**config.mk**
```make
export PLATFORM = sky130hd
export DESIGN_NAME = tmds_ddr_receiver
export DESIGN_NICKNAME = d
export VERILOG_FILES = /design/src/rtl/tmds_ddr_receiver.sv
export SDC_FILE = /design/constraint.sdc
export NUM_CORES = 1
export LEC_CHECK = 0
export CAP_MARGIN = 20
export CORE_MARGIN = 1.5
export CORE_UTILIZATION = 25
export CTS_CLUSTER_DIAMETER = 80
export CTS_CLUSTER_SIZE = 20
export DETAILED_ROUTE_END_ITERATION = 16
export DONT_BUFFER_PORTS = 1
export PLACE_DENSITY = 0.48
export REMOVE_ABC_BUFFERS = 1
export SYNTH_ARGS = -nofsm -noshare
export SYNTH_HDL_FRONTEND = slang
export SYNTH_SLANG_ARGS = --single-unit
```
**constraint.sdc**
```tcl
create_clock -name clk_shift -period 4.5 [get_ports clk_shift]
set_input_delay 1.125 -clock clk_shift [delete_from_list [all_inputs] [get_ports clk_shift]]
set_output_delay 1.125 -clock clk_shift [all_outputs]
set_load 0.05 [all_outputs]
```
**src/rtl/tmds_ddr_receiver.sv**
```systemverilog
// TMDS receive channel: DDR bit-pair deserialiser, control-token word alignment and TMDS decode.
// Optional lock statistics (slip_count, loss_count) are enabled by defining TMDS_LOCKSTAT_EN.
module tmds_ddr_receiver #(
  parameter int LOCK_COUNT = 8,
  parameter int MAX_GAP    = 4095,
  parameter bit INVERT     = 1'b0
) (
  input  logic       clk_shift,
  input  logic       rst_n,
  input  logic [1:0] in_tmds,
  output logic       out_valid,
  output logic       out_de,
  output logic [7:0] out_data,
  output logic [1:0] out_ctrl,
  output logic       locked,
  output logic [3:0] bit_offset
`ifdef TMDS_LOCKSTAT_EN
  ,
  output logic [7:0] slip_count,
  output logic [7:0] loss_count
`endif
);

  localparam int RW = (LOCK_COUNT < 2) ? 1 : $clog2(LOCK_COUNT + 1);
  localparam int GW = $clog2(MAX_GAP + 2);

  typedef enum logic [1:0] {HUNT, VERIFY, LOCKED} state_t;

  state_t        state_q, state_d;
  logic [2:0]    phase_q;
  logic [19:2]   shift_q;
  logic [19:0]   shift_next;
  logic [9:0]    sym;
  logic [9:0]    sym_q;
  logic          strobe;
  logic          valid_pend;
  logic [RW-1:0] run_q, run_d;
  logic [GW-1:0] gap_q, gap_d;
  logic [3:0]    off_d;
  logic          locked_d;
  logic          slip, loss;
  logic          is_tok, is_tok_q;
  logic [1:0]    tok_val, tok_val_q;
  logic [7:0]    dec_d;
  logic [7:0]    dec;

  // The 20-bit window is the 18 stored bits plus the pair arriving this cycle.
  assign shift_next = {in_tmds[1] ^ INVERT, in_tmds[0] ^ INVERT, shift_q};
  assign sym        = 10'(shift_next >> (4'd10 - bit_offset));
  assign strobe     = (phase_q == 3'd4);

  always_comb begin
    is_tok  = 1'b1;
    tok_val = 2'b00;
    unique case (sym)
      10'h354: tok_val = 2'b00;
      10'h0AB: tok_val = 2'b01;
      10'h154: tok_val = 2'b10;
      10'h2AB: tok_val = 2'b11;
      default: is_tok  = 1'b0;
    endcase
  end

  always_comb begin
    state_d  = state_q;
    run_d    = run_q;
    gap_d    = gap_q;
    off_d    = bit_offset;
    locked_d = locked;
    slip     = 1'b0;
    loss     = 1'b0;
    if (strobe) begin
      unique case (state_q)
        HUNT: begin
          if (is_tok) begin
            if (LOCK_COUNT <= 1) begin
              state_d  = LOCKED;
              locked_d = 1'b1;
              gap_d    = '0;
            end else begin
              state_d = VERIFY;
              run_d   = RW'(1);
            end
          end else begin
            slip = 1'b1;
          end
        end
        VERIFY: begin
          if (!is_tok) begin
            state_d = HUNT;
            run_d   = '0;
            slip    = 1'b1;
          end else if (run_q == RW'(LOCK_COUNT - 1)) begin
            state_d  = LOCKED;
            locked_d = 1'b1;
            gap_d    = '0;
            run_d    = '0;
          end else begin
            run_d = run_q + RW'(1);
          end
        end
        LOCKED: begin
          if (is_tok) begin
            gap_d = '0;
          end else if (gap_q == GW'(MAX_GAP)) begin
            state_d  = HUNT;
            locked_d = 1'b0;
            gap_d    = '0;
            run_d    = '0;
            loss     = 1'b1;
          end else begin
            gap_d = gap_q + GW'(1);
          end
        end
        default: state_d = HUNT;
      endcase
      if (slip) off_d = (bit_offset == 4'd9) ? 4'd0 : bit_offset + 4'd1;
    end
  end

  always_comb begin
    dec_d = sym_q[9] ? ~sym_q[7:0] : sym_q[7:0];
    dec   = '0;
    dec[0] = dec_d[0];
    for (int unsigned i = 1; i < 8; i++)
      dec[i] = sym_q[8] ? (dec_d[i] ^ dec_d[i-1]) : ~(dec_d[i] ^ dec_d[i-1]);
  end

  always_ff @(posedge clk_shift or negedge rst_n) begin
    if (!rst_n) begin
      state_q    <= HUNT;
      phase_q    <= '0;
      shift_q    <= '0;
      run_q      <= '0;
      gap_q      <= '0;
      bit_offset <= '0;
      locked     <= 1'b0;
      sym_q      <= '0;
      is_tok_q   <= 1'b0;
      tok_val_q  <= '0;
      valid_pend <= 1'b0;
      out_valid  <= 1'b0;
      out_de     <= 1'b0;
      out_data   <= '0;
      out_ctrl   <= '0;
    end else begin
      phase_q    <= strobe ? 3'd0 : phase_q + 3'd1;
      shift_q    <= shift_next[19:2];
      state_q    <= state_d;
      run_q      <= run_d;
      gap_q      <= gap_d;
      bit_offset <= off_d;
      locked     <= locked_d;
      valid_pend <= strobe & locked_d;
      out_valid  <= valid_pend;
      if (strobe) begin
        sym_q     <= sym;
        is_tok_q  <= is_tok;
        tok_val_q <= tok_val;
      end
      if (valid_pend) begin
        out_de <= ~is_tok_q;
        if (is_tok_q) begin
          out_ctrl <= tok_val_q;
          out_data <= '0;
        end else begin
          out_data <= dec;
        end
      end
    end
  end

`ifdef TMDS_LOCKSTAT_EN
  always_ff @(posedge clk_shift or negedge rst_n) begin
    if (!rst_n) begin
      slip_count <= '0;
      loss_count <= '0;
    end else begin
      if (slip && slip_count != '1) slip_count <= slip_count + 8'd1;
      if (loss && loss_count != '1) loss_count <= loss_count + 8'd1;
    end
  end
`endif

endmodule
```
## Word-level counts from Yosys, hierarchy flattened

Index checks and enable logic that the tools add are counted.

| word-level totals | value |
|---|---|
| register bits after elaboration | 71 |
| latch bits | 0 |
| memory bits (writable) | 0 |
| bits in read-only memories | 0 |
| bits of input ports | 4 |
| output and inout port bits | 17 |
| logic and storage cells | 103 |
| memories kept | 0 |

| cells by class | value |
|---|---|
| add/subtract/negate cells | 5 |
| multipliers | 0 |
| div/mod/pow operators | 0 |
| magnitude comparators | 0 |
| eq/ne operators | 16 |
| shift-type cells | 1 |
| muxes and demuxes | 39 |
| bitwise operators | 17 |
| reduce and logical (&&, ||, !) cells | 10 |

Operators by type and width:

| kind | count |
|---|---|
| 2-to-1 mux 13 bit | 4 |
| case mux 13 bit (2 select lines) | 1 |
| 2-to-1 mux 4 bit | 6 |
| == test 10 bit, second input constant | 2 |
| >> shifter 20 x 4 -> 10 bit | 1 |
| 2-to-1 mux 1 bit | 16 |
| 2-to-1 mux 8 bit | 2 |
| adder 13 x 1 -> 13 bit, second input constant | 1 |
| == test 13 x 12 -> 1 bit, second input constant | 1 |
| case mux 2 bit (3 select lines) | 2 |
| case mux 4 bit (3 select lines) | 1 |
| == test 10 x 8 -> 1 bit, second input constant | 1 |
| == test 10 x 9 -> 1 bit, second input constant | 1 |
| 2-to-1 mux 2 bit | 5 |
| != test 2 bit, second input constant | 5 |
| AND reduction 5 bit | 2 |
| adder 4 x 1 -> 4 bit, second input constant | 2 |
| inverter 1 bit | 8 |
| inverter 8 bit | 1 |
| bitwise XOR 1 bit | 7 |
| == test 4 x 3 -> 1 bit, second input constant | 1 |
| == test 4 bit, second input constant | 1 |
| AND reduction 2 bit | 2 |
| AND reduction 4 bit | 1 |
| other kinds (14) | 14 |

## Logic depth before layout (Yosys ltp)

Gate-level depths: netlist of the first run.

| depth | value |
|---|---|
| word-level depth | 9 |
| mapped depth | 18 |
| depth with buffers taken out | 11 |

## Worst setup path after synthesis of the first run

OpenSTA, ideal clock, no wires.

| timing | value |
|---|---|
| path type | register to register |
| from | reg bit_offset[0] |
| to | reg run_q[3] |
| setup time | 0.077 ns |
| arrival | 4.382 ns |
| required time | 4.423 ns |
| path slack | 0.042 ns |
| cell stages (with the launch flop) | 16 |
| path buffers | 5 |
| clock period less this slack | 4.458 ns |
| path through | dfrtp_1 buf_6 buf_12 buf_8 inv_1 ha_1 buf_2 buf_2 mux4_2 mux4_2 or2_0 or4_4 and2_4 or3_1 or4_1 o21ai_1 |

| on the way | value |
|---|---|
| cells in the longest elaborated chain, start to end | 7 |
| elaborated cells on any way between the ends | 13 |
| those cells by class | 1 x add/sub; 6 x eq/ne; 1 x shift; 3 x mux; 2 x reduce/logical |

RTL lines:

| item | line | text |
|---|---|---|
| start, declared | 16 | `output logic [3:0] bit_offset` |
| start signal, assigned | 136 | `bit_offset <= '0;` |
| start signal, assigned | 152 | `bit_offset <= off_d;` |
| subtractor 4 bit * | 49 | `assign sym = 10'(shift_next >> (4'd10 - bit_offset));` |
| >> shifter 20 x 4 -> 10 bit * | 49 |  |
| == test 10 bit (tied with other cells) | 55 | `unique case (sym)` |
| OR reduction 4 bit (no source line) * | n/a |  |
| 2-to-1 mux 1 bit * | 55 |  |
| != test 2 bit (no source line) or 2-to-1 mux 4 bit (tied branches) | n/a |  |
| AND reduction 5 bit (no source line) or case mux 4 bit (3 select lines) (tied branches) | n/a |  |
| end signal, assigned | 150 | `run_q <= run_d;` |
| end, declared | 37 | `logic [RW-1:0] run_q, run_d;` |

Mark *: on every way between the ends. The rest lies on a longest branch, timed or not.
A chain may end at the register's enable or synchronous reset.

## Worst setup path after layout of the first run

| timing | value |
|---|---|
| from | reg bit_offset[0] |
| to | reg gap_q[1] |

| on the way | value |
|---|---|
| cells in the longest elaborated chain, start to end | 7 |
| elaborated cells on any way between the ends | 12 |
| those cells by class | 1 x add/sub; 5 x eq/ne; 1 x shift; 3 x mux; 2 x reduce/logical |

RTL lines:

| item | line | text |
|---|---|---|
| subtractor 4 bit * | 49 |  |
| >> shifter 20 x 4 -> 10 bit * | 49 |  |
| == test 10 bit (tied with other cells) | 55 |  |
| OR reduction 4 bit (no source line) * | n/a |  |
| 2-to-1 mux 1 bit * | 55 |  |
| != test 2 bit (no source line) or 2-to-1 mux 13 bit (tied branches) | n/a |  |
| AND reduction 4 bit (no source line) or case mux 13 bit (2 select lines) (tied branches) | n/a |  |
| end signal, assigned | 151 | `gap_q <= gap_d;` |
| end, declared | 38 | `logic [GW-1:0] gap_q, gap_d;` |

Marks and branches as above.

==> impl_results.md, run 1 <==
* Run status: finished clean
* Clk root buf: clkbuf_16
* Via density at ~4.6
* Slew margin rel. at between 40% and 50%
* Hold Crit Class: flop to flop
* Port bufs at 0
* Reg power frac at a little over a quarter
* Clk buf depth at 2
* Crit path top cell by count: mux4_2
* RSZ-0062 raised after global routing: no
* Clock Pin Slew Worst Setup and Hold Paths at around 0.060 ns
* # DRC at 0
* Post-CTS Hold Buffers at 0
* DIE HEIGHT at between 100 and 150 microns
* Fin area at 4460 sq um
* Final setup TNS at 0 ns
* Critical Path Fanout Max at 19
* GRT Util Overall at around 11%
* Remaining Overflow, GRT at 0
* Final WL at approximately 8 mm
* Area leader, netlist: dfrtp_1
* Sw frac at between 30 and 40%
* Mean Syn Cell Area at between 10 and 15 sq um
* Fin util at between 20 and 30%
* Post-DP Area at a little over 4000 sq um
* Post-synthesis async set-or-reset flop share at 100%
* Worst endpoint required time at about 4.7 ns
* Buf/Inv on CP at 2
* Slew Limit Fails at 0
* Comb power frac at around half
* Critical path class: flop to flop
* CP Launch Type: flop
* Ys flop type: dfrtp_1
* Io pins at 21
* Worst skew pair latency at 0.34 ns
* Die W at between 100 and 150 microns
* Drt pass-1 iters at 4
* Ys Warns at 0
* Top delay family on crit path: multiplexers
* P_sw at 1.22 mW
* Path length in cells of the critical path at 10
* Max Cap Viol at 0
* Leak at 1.84 nW
* Tcrit/Tclk final at around 90%
* Layout Cells excl Fill at about 570
* Cell variety after synth at 59
* Worst path arrival time at around 4.3 ns
* Mapped Cells at between 300 and 400
* First-pass GRT wire length at 14.1 mm
* Fmax at around 250 MHz
* Placed insts at approximately 560
* Largest net degree at the start of global routing at between 70 and 80
* CTS H-tree depth at 3
* Total number of vias at ~2700
* CTS-repair resized insts at 0
* Post CTS Setup Buffer Count at 0
* # clock sinks at between 70 and 80
* Top cell type's share of synthesized area at 44.8%
* Leading cell types by total area after synthesis: dfrtp_1 (45%), mux4_2 (7.4%), mux2i_1 (6.1%)
* Detail Route Antenna Nets at 0
* Mapped cell area at between 3000 and 4000 sq um
* Fill count at between 1500 and 2000
* Actual slew at the worst max-slew pin at about 0.8 ns
* Antenna Cells at 0
* Starting Density at roughly a quarter
* Period minus WS final at approximately 4.1 ns
* Die area at ~17000 sq um
* Core box area at about 15000 sq um
* Cell count of the worst reg-to-reg path at 10
* Gp weighted congestion at 0.799
* Num CTS Buffers at 9
* Vias in the first global route at 2665
* Setup Viol. Count Final at 0
* Post-DP HPWL at ~5.8 mm
* Clk_skew at 0.00920 ns
* Critical Path, Cell by Cell: inv_1 -> ha_1 -> buf_4 -> mux4_2 -> mux4_2 -> or2_0 -> or4_4 -> a211oi_2 -> o21a_1 -> mux2_2
* Share of cells above drive strength 1 at about 15%
* Critical Path Sink Type: flop
* Register area share after synthesis at between 40% and 50%
* Peak VDD IR at ~0.00032 V
* CTS tree: done
* Hold Path Stages at 0
* DR WL/cell at 14.4 microns
* CP max-delay cell: mux4_2
* Power Density at ~700 nW/um^2
* Initial DRC count at around 160
* Pre-CTS setup slack at approximately 0.37 ns
* EDFF count, synth at 0
* Initial antenna violation count at 0
* Final WS setup at 0.432 ns
* Internal at ~1.9 mW
* Clk pwr share at 23.5%
* CP max stage delay at around 0.53 ns
* Rows at 45
* #FFs+latches synth at 71
* Layout area overhead at 12.6%
* Final Hold Fails at 0
* Nets at ~370
==> worst register-to-register path, delay by kind of cell, from the launching register on <==
family	cells	cell delay, ns
simple gates	2	0.75
mux	3	1.27
fa+ha+maj	1	0.45
compound gates	2	0.75
flops	1	0.35
buf+inv	2	0.38
==> registers in the layout (all words and copies together) (netlist names) <==
signal,cells
tok_val_q,2
is_tok_q,1
phase_q,3
state_q,2
out_data,8
shift_q,18
out_valid,1
gap_q,13
run_q,4
valid_pend,1
locked,1
bit_offset,4
sym_q,10
out_de,1
out_ctrl,2
==> path summary, 6_finish.rpt <==
| path | from | endpoint | slack [ns] |
|---|---|---|---|
| min in group asynchronous | rst_n | gap_q[12]$_DFFE_PN0P_ | 0.47 |
| max reg2reg | bit_offset[0]$_DFFE_PN0P_ | gap_q[1]$_DFFE_PN0P_ | 0.43 |
| max in group asynchronous | rst_n | shift_q[16]$_DFF_PN0_ | 3.91 |
| max | bit_offset[0]$_DFFE_PN0P_ | gap_q[1]$_DFFE_PN0P_ | 0.43 |
| min reg2reg | shift_q[8]$_DFF_PN0_ | shift_q[6]$_DFF_PN0_ | 0.42 |
| min | shift_q[8]$_DFF_PN0_ | shift_q[6]$_DFF_PN0_ | 0.42 |
==> synthesized netlist by cell type, types with 5 or more instances <==
master    instances
dfrtp_1          71
nand2_1          33
inv_1            25
mux2i_1          24
o21ai_0          18
nor2_1           14
a21oi_1          13
mux4_2           13
xnor2_1          13
ha_1             12
o22ai_1          10
mux2_2            9
buf_2             7
clkbuf_1          7
nand3_1           6
a31oi_1           5
and3_1            5
nor3_1            5
nor3b_1           5
==> per-layer routing <==
layer / wire, microns / vias up / part of all wire (%) / track usage [%]
met5: 0 / - / 0 / 0
met4: 143 / 0 / 1.7 / 4.43
met3: 358 / 9 / 4.3 / 3.70
met2: 3670 / 42 / 44 / 16.5
met1: 4080 / 1309 / 49 / 14.6
li1: - / 1299 / - / -
==> stage by stage <==
stage	total power, mW	hold WS (ns)
after floorplan	2.05	0.378
after global placement	2.37	0.405
after detailed placement	2.39	0.405
after CTS	3.14	0.420
after global routing	3.33	0.436
final	3.10	0.417
==> power by group through the flow <==
stage / registers, mW / logic (mW) / clock network (mW)
2_1_floorplan: 0.926 / 1.13 / 0
3_3_place_gp: 0.828 / 1.54 / 0
4_1_cts: 0.820 / 1.57 / 0.752
3_5_place_dp: 0.832 / 1.56 / 0
6_report: 0.818 / 1.56 / 0.728
5_1_grt: 0.832 / 1.71 / 0.782
==> cells by family after synthesis <==
kind of cell    Yosys count  synth area share (%)
simple gates             93                  12.0
compound gates           76                  12.8
flops                    71                  44.8
mux                      48                  17.3
buf+inv                  43                  5.27
xor+xnor                 15                  3.98
fa+ha+maj                12                  3.79
==> layout make-up <==
| cell class | count | area [sq um] | share of cell area, % |
|---|---|---|---|
| Tap cell | 211 | 264 | 5.92 |
| Clock buffer | 9 | 225 | 5.05 |
| Inverter | 25 | 93.8 | 2.10 |
| Clock inverter | 7 | 78.8 | 1.77 |
| Sequential cell | 71 | 1780 | 39.8 |
| Multi-Input combinational cell | 244 | 1980 | 44.3 |
| Timing Repair Buffer | 6 | 45.0 | 1.01 |
==> cell usage in the layout, fill, tap and decap left out, types with 4 or more instances in the layout <==
master,netlist,final
a21oi_1,13,13
a22o_1,4,4
a31oi_1,5,5
and3_1,5,5
buf_4,1,6
clkbuf_16,0,9
dfrtp_1,71,70
ha_1,12,12
inv_1,25,25
mux2_2,9,9
mux2i_1,24,24
mux4_2,13,13
nand2_1,33,33
nand3_1,6,6
nor2_1,14,14
nor3_1,5,5
nor3b_1,5,5
o21a_1,4,4
o21ai_0,18,18
o21ai_1,4,4
o22ai_1,10,10
o31ai_1,4,4
xnor2_1,13,13
(Power assumes the default switching activity.)
==> inputs of run 2 (changes only) <==
--- a/config.mk
+++ b/config.mk
@@ -7,13 +7,15 @@
 export LEC_CHECK = 0
 export CAP_MARGIN = 20
 export CORE_MARGIN = 1.5
-export CORE_UTILIZATION = 25
+export CORE_UTILIZATION = 48
 export CTS_CLUSTER_DIAMETER = 80
 export CTS_CLUSTER_SIZE = 20
 export DETAILED_ROUTE_END_ITERATION = 16
 export DONT_BUFFER_PORTS = 1
-export PLACE_DENSITY = 0.48
+export PLACE_DENSITY = 0.73
 export REMOVE_ABC_BUFFERS = 1
+export SETUP_SLACK_MARGIN = 0.02
+export SLEW_MARGIN = 20
 export SYNTH_ARGS = -nofsm -noshare
 export SYNTH_HDL_FRONTEND = slang
 export SYNTH_SLANG_ARGS = --single-unit
==> impl_results.md, run 2 (synthesis results as in run 1) <==
* Clock Pin Slew Worst Setup and Hold Paths at 0.07 ns (about the same)
* Clk root buf: clkbuf_8
* # DRC at 0 (unchanged)
* CP Launch Type: flop
* Post-DP HPWL at 5.30 mm (-9.0%)
* Top delay family on crit path: simple AND/OR/NAND/NOR gates
* Reg2reg end: run_q[2]$_DFFE_PN0P_
* Critical path class: flop to flop
* Antenna Cells at 0 (unchanged)
* Peak VDD IR at 0.000423 V (+32%)
* Num CTS Buffers at 9 (unchanged)
* Power Density at 664 nW/um^2 (-4.5%)
* Rows at 32 (-29%)
* Max reg flops at 18 (unchanged)
* Slew Limit Fails at 0 (unchanged)
* Crit path top cell by count: mux4_2
* Hold Crit Class: flop to flop
* Clk_skew at 0.0117 ns (+0.00247 ns)
* First-pass GRT wire length at 13.2 mm (-6.7%)
* GRT Util Overall at 19.4% (+8.4 points)
* Commonest non-fill, non-tap cell in the layout: dfrtp_1
* Worst skew pair latency at 0.35 ns (about the same)
* Post CTS Setup Buffer Count at 0 (unchanged)
* Worst reg2reg startpoint: bit_offset[0]$_DFFE_PN0P_
* Placed insts at 449 (-19%)
* Actual slew at the worst max-slew pin at 0.836 ns (+0.0241 ns)
* Fin util at 53.5% (+24 points)
* Starting Density at 50.5% (+25 points)
* Slew margin rel. at 44.1% (-1.6 points)
* Hold endpoint: shift_q[8]$_DFF_PN0_
* Period minus WS final at 4.11 ns (+0.0468 ns)
* Layout Cells excl Fill at 464 (-19%)
* Drt pass-1 iters at 4 (unchanged)
* Share of cells above drive strength 1 at 15.5% (+0.28 points)
* Hold Path Stages at 0 (unchanged)
* Clk buf depth at 2 (unchanged)
* Fmax at 243 MHz (-1.1%)
* Total number of vias at 2728 (+2.6%)
* Via density at 5.88 (+27%)
* Vias in the first global route at 2786 (+4.5%)
* Run status: finished clean
* Io pins at 21 (unchanged)
* Max Cap Viol at 0 (unchanged)
* Initial antenna violation count at 0 (unchanged)
* CTS H-tree depth at 3 (unchanged)
* CP max-delay cell: mux4_2
* Final Hold Fails at 0 (unchanged)
* Worst endpoint required time at 4.72 ns (about the same)
* RSZ-0062 raised after global routing: no
* Worst Hold Launch: shift_q[10]$_DFF_PN0_
* Critical Path Fanout Max at 18 (-1)
* Critical Path Sink Type: flop
* Gp weighted congestion at 0.850 (+6.4%)
* Port bufs at 0 (unchanged)
* Final Power at 2.79 mW (-10%)
* Critical Path, Cell by Cell: inv_1 -> ha_1 -> buf_4 -> mux4_2 -> mux4_2 -> or2_0 -> or4_4 -> and2_4 -> a2111o_1 -> o41ai_1
* Reg2reg setup slack at 0.39 ns (-0.05 ns)
* Largest net degree at the start of global routing at 72 (unchanged)
* Detail Route Antenna Nets at 0 (unchanged)
* DR WL/cell at 16.2 microns (+12%)
* Largest regs: shift_q: 18 flops, gap_q: 13 flops, sym_q: 10 flops
* Cell count of the worst reg-to-reg path at 10 (unchanged)
* Final setup TNS at 0 ns (unchanged)
* # clock sinks at 71 (unchanged)
* Core box area at 7850 sq um (-49%)
* Most frequent cells in the layout: dfrtp_1 (70), nand2_1 (33), inv_1 (25)
* Layout area overhead at 5.90%
* CTS tree: done
* CP max stage delay at 0.54 ns (about the same)
* Largest Register: shift_q
* Leak at 1.79 nW (-2.8%)
* Die area at 8810 sq um (-47%)
* Die W at 93.9 microns (-27%)
* Worst path arrival time at 4.33 ns (+0.03 ns)
* DIE HEIGHT at 93.9 microns (-27%)
* Setup Viol. Count Final at 0 (unchanged)
* Initial DRC count at 118 (-24%)
* Remaining Overflow, GRT at 0 (unchanged)
* Final WL at 7.50 mm (-9.1%)
* Fill count at 703 (-56%)
* Buf/Inv on CP at 2 (unchanged)
* Tcrit/Tclk final at 91.4% (+1.0 points)
* Nets at 374 (+0.27%)
## run 2: layout make-up
cell class / count / area [sq um] / share of cell area (%)
multi-input combinational: 244 / 1980 / 47.2
sequential: 71 / 1780 / 42.4
tap: 102 / 128 / 3.04
clock buffer: 9 / 124 / 2.95
inverter: 25 / 93.8 / 2.24
timing repair buffer: 7 / 52.6 / 1.25
clock inverter: 6 / 38.8 / 0.924
## run 2: stage by stage
step / setup slack (ns) / hold WS (ns) / instance area, sq um
4_1_cts: 0.311 / 0.427 / 4190
5_1_grt: 0.226 / 0.431 / 4200
6_report: 0.385 / 0.424 / 4200
2_1_floorplan: -0.773 / 0.378 / 3850
3_5_place_dp: 0.316 / 0.404 / 4030
3_3_place_gp: 0.497 / 0.399 / 4030
## run 2: what timing repair did
action | 4_1_cts | 5_1_grt
resized for setup | 0 | 1
endpoints found under the setup margin | 0 | 1
hold buffers | 0 | 0
## run 2: worst max-delay path by stage
stage | cells after the start | endpoint | from
6_report | 10 | run_q[2]$_DFFE_PN0P_ | bit_offset[0]$_DFFE_PN0P_
2_1_floorplan | 10 | run_q[3]$_DFFE_PN0P_ | bit_offset[0]$_DFFE_PN0P_
5_1_grt | 10 | run_q[2]$_DFFE_PN0P_ | bit_offset[0]$_DFFE_PN0P_
4_1_cts | 10 | run_q[2]$_DFFE_PN0P_ | bit_offset[0]$_DFFE_PN0P_
3_3_place_gp | 7 | run_q[2]$_DFFE_PN0P_ | in_tmds[0]
3_5_place_dp | 7 | run_q[2]$_DFFE_PN0P_ | in_tmds[0]
## run 2: power by group
group	internal [mW]	switching [mW]
clock	0.194	0.239
combinational	0.720	0.816
sequential	0.735	0.0827
## run 2: worst register-to-register path, cell delays in order (launching register included)
cell and delay (ns):
dfrtp_2 0.36, inv_1 0.06, ha_1 0.45, buf_4 0.32, mux4_2 0.36, mux4_2 0.54
or2_0 0.22, or4_4 0.51, and2_4 0.24, a2111o_1 0.54, o41ai_1 0.40
## run 2: routing by layer
metal	vias to the layer above	global-route usage [%]	wire, microns
met5	-	0	0
met4	0	7.84	183
met3	13	5.42	308
met2	55	31.3	3490
met1	1367	24.6	3510
li1	1293	-	-
==> inputs of run 3 (changes only) <==
--- a/config.mk
+++ b/config.mk
@@ -14,7 +14,7 @@
 export DONT_BUFFER_PORTS = 1
 export PLACE_DENSITY = 0.73
 export REMOVE_ABC_BUFFERS = 1
-export SETUP_SLACK_MARGIN = 0.02
+export SETUP_SLACK_MARGIN = 0.15
 export SLEW_MARGIN = 20
 export SYNTH_ARGS = -nofsm -noshare
 export SYNTH_HDL_FRONTEND = slang
==> results of run 3 <==
Final layout, timing and power as in run 2 (identical DEF).
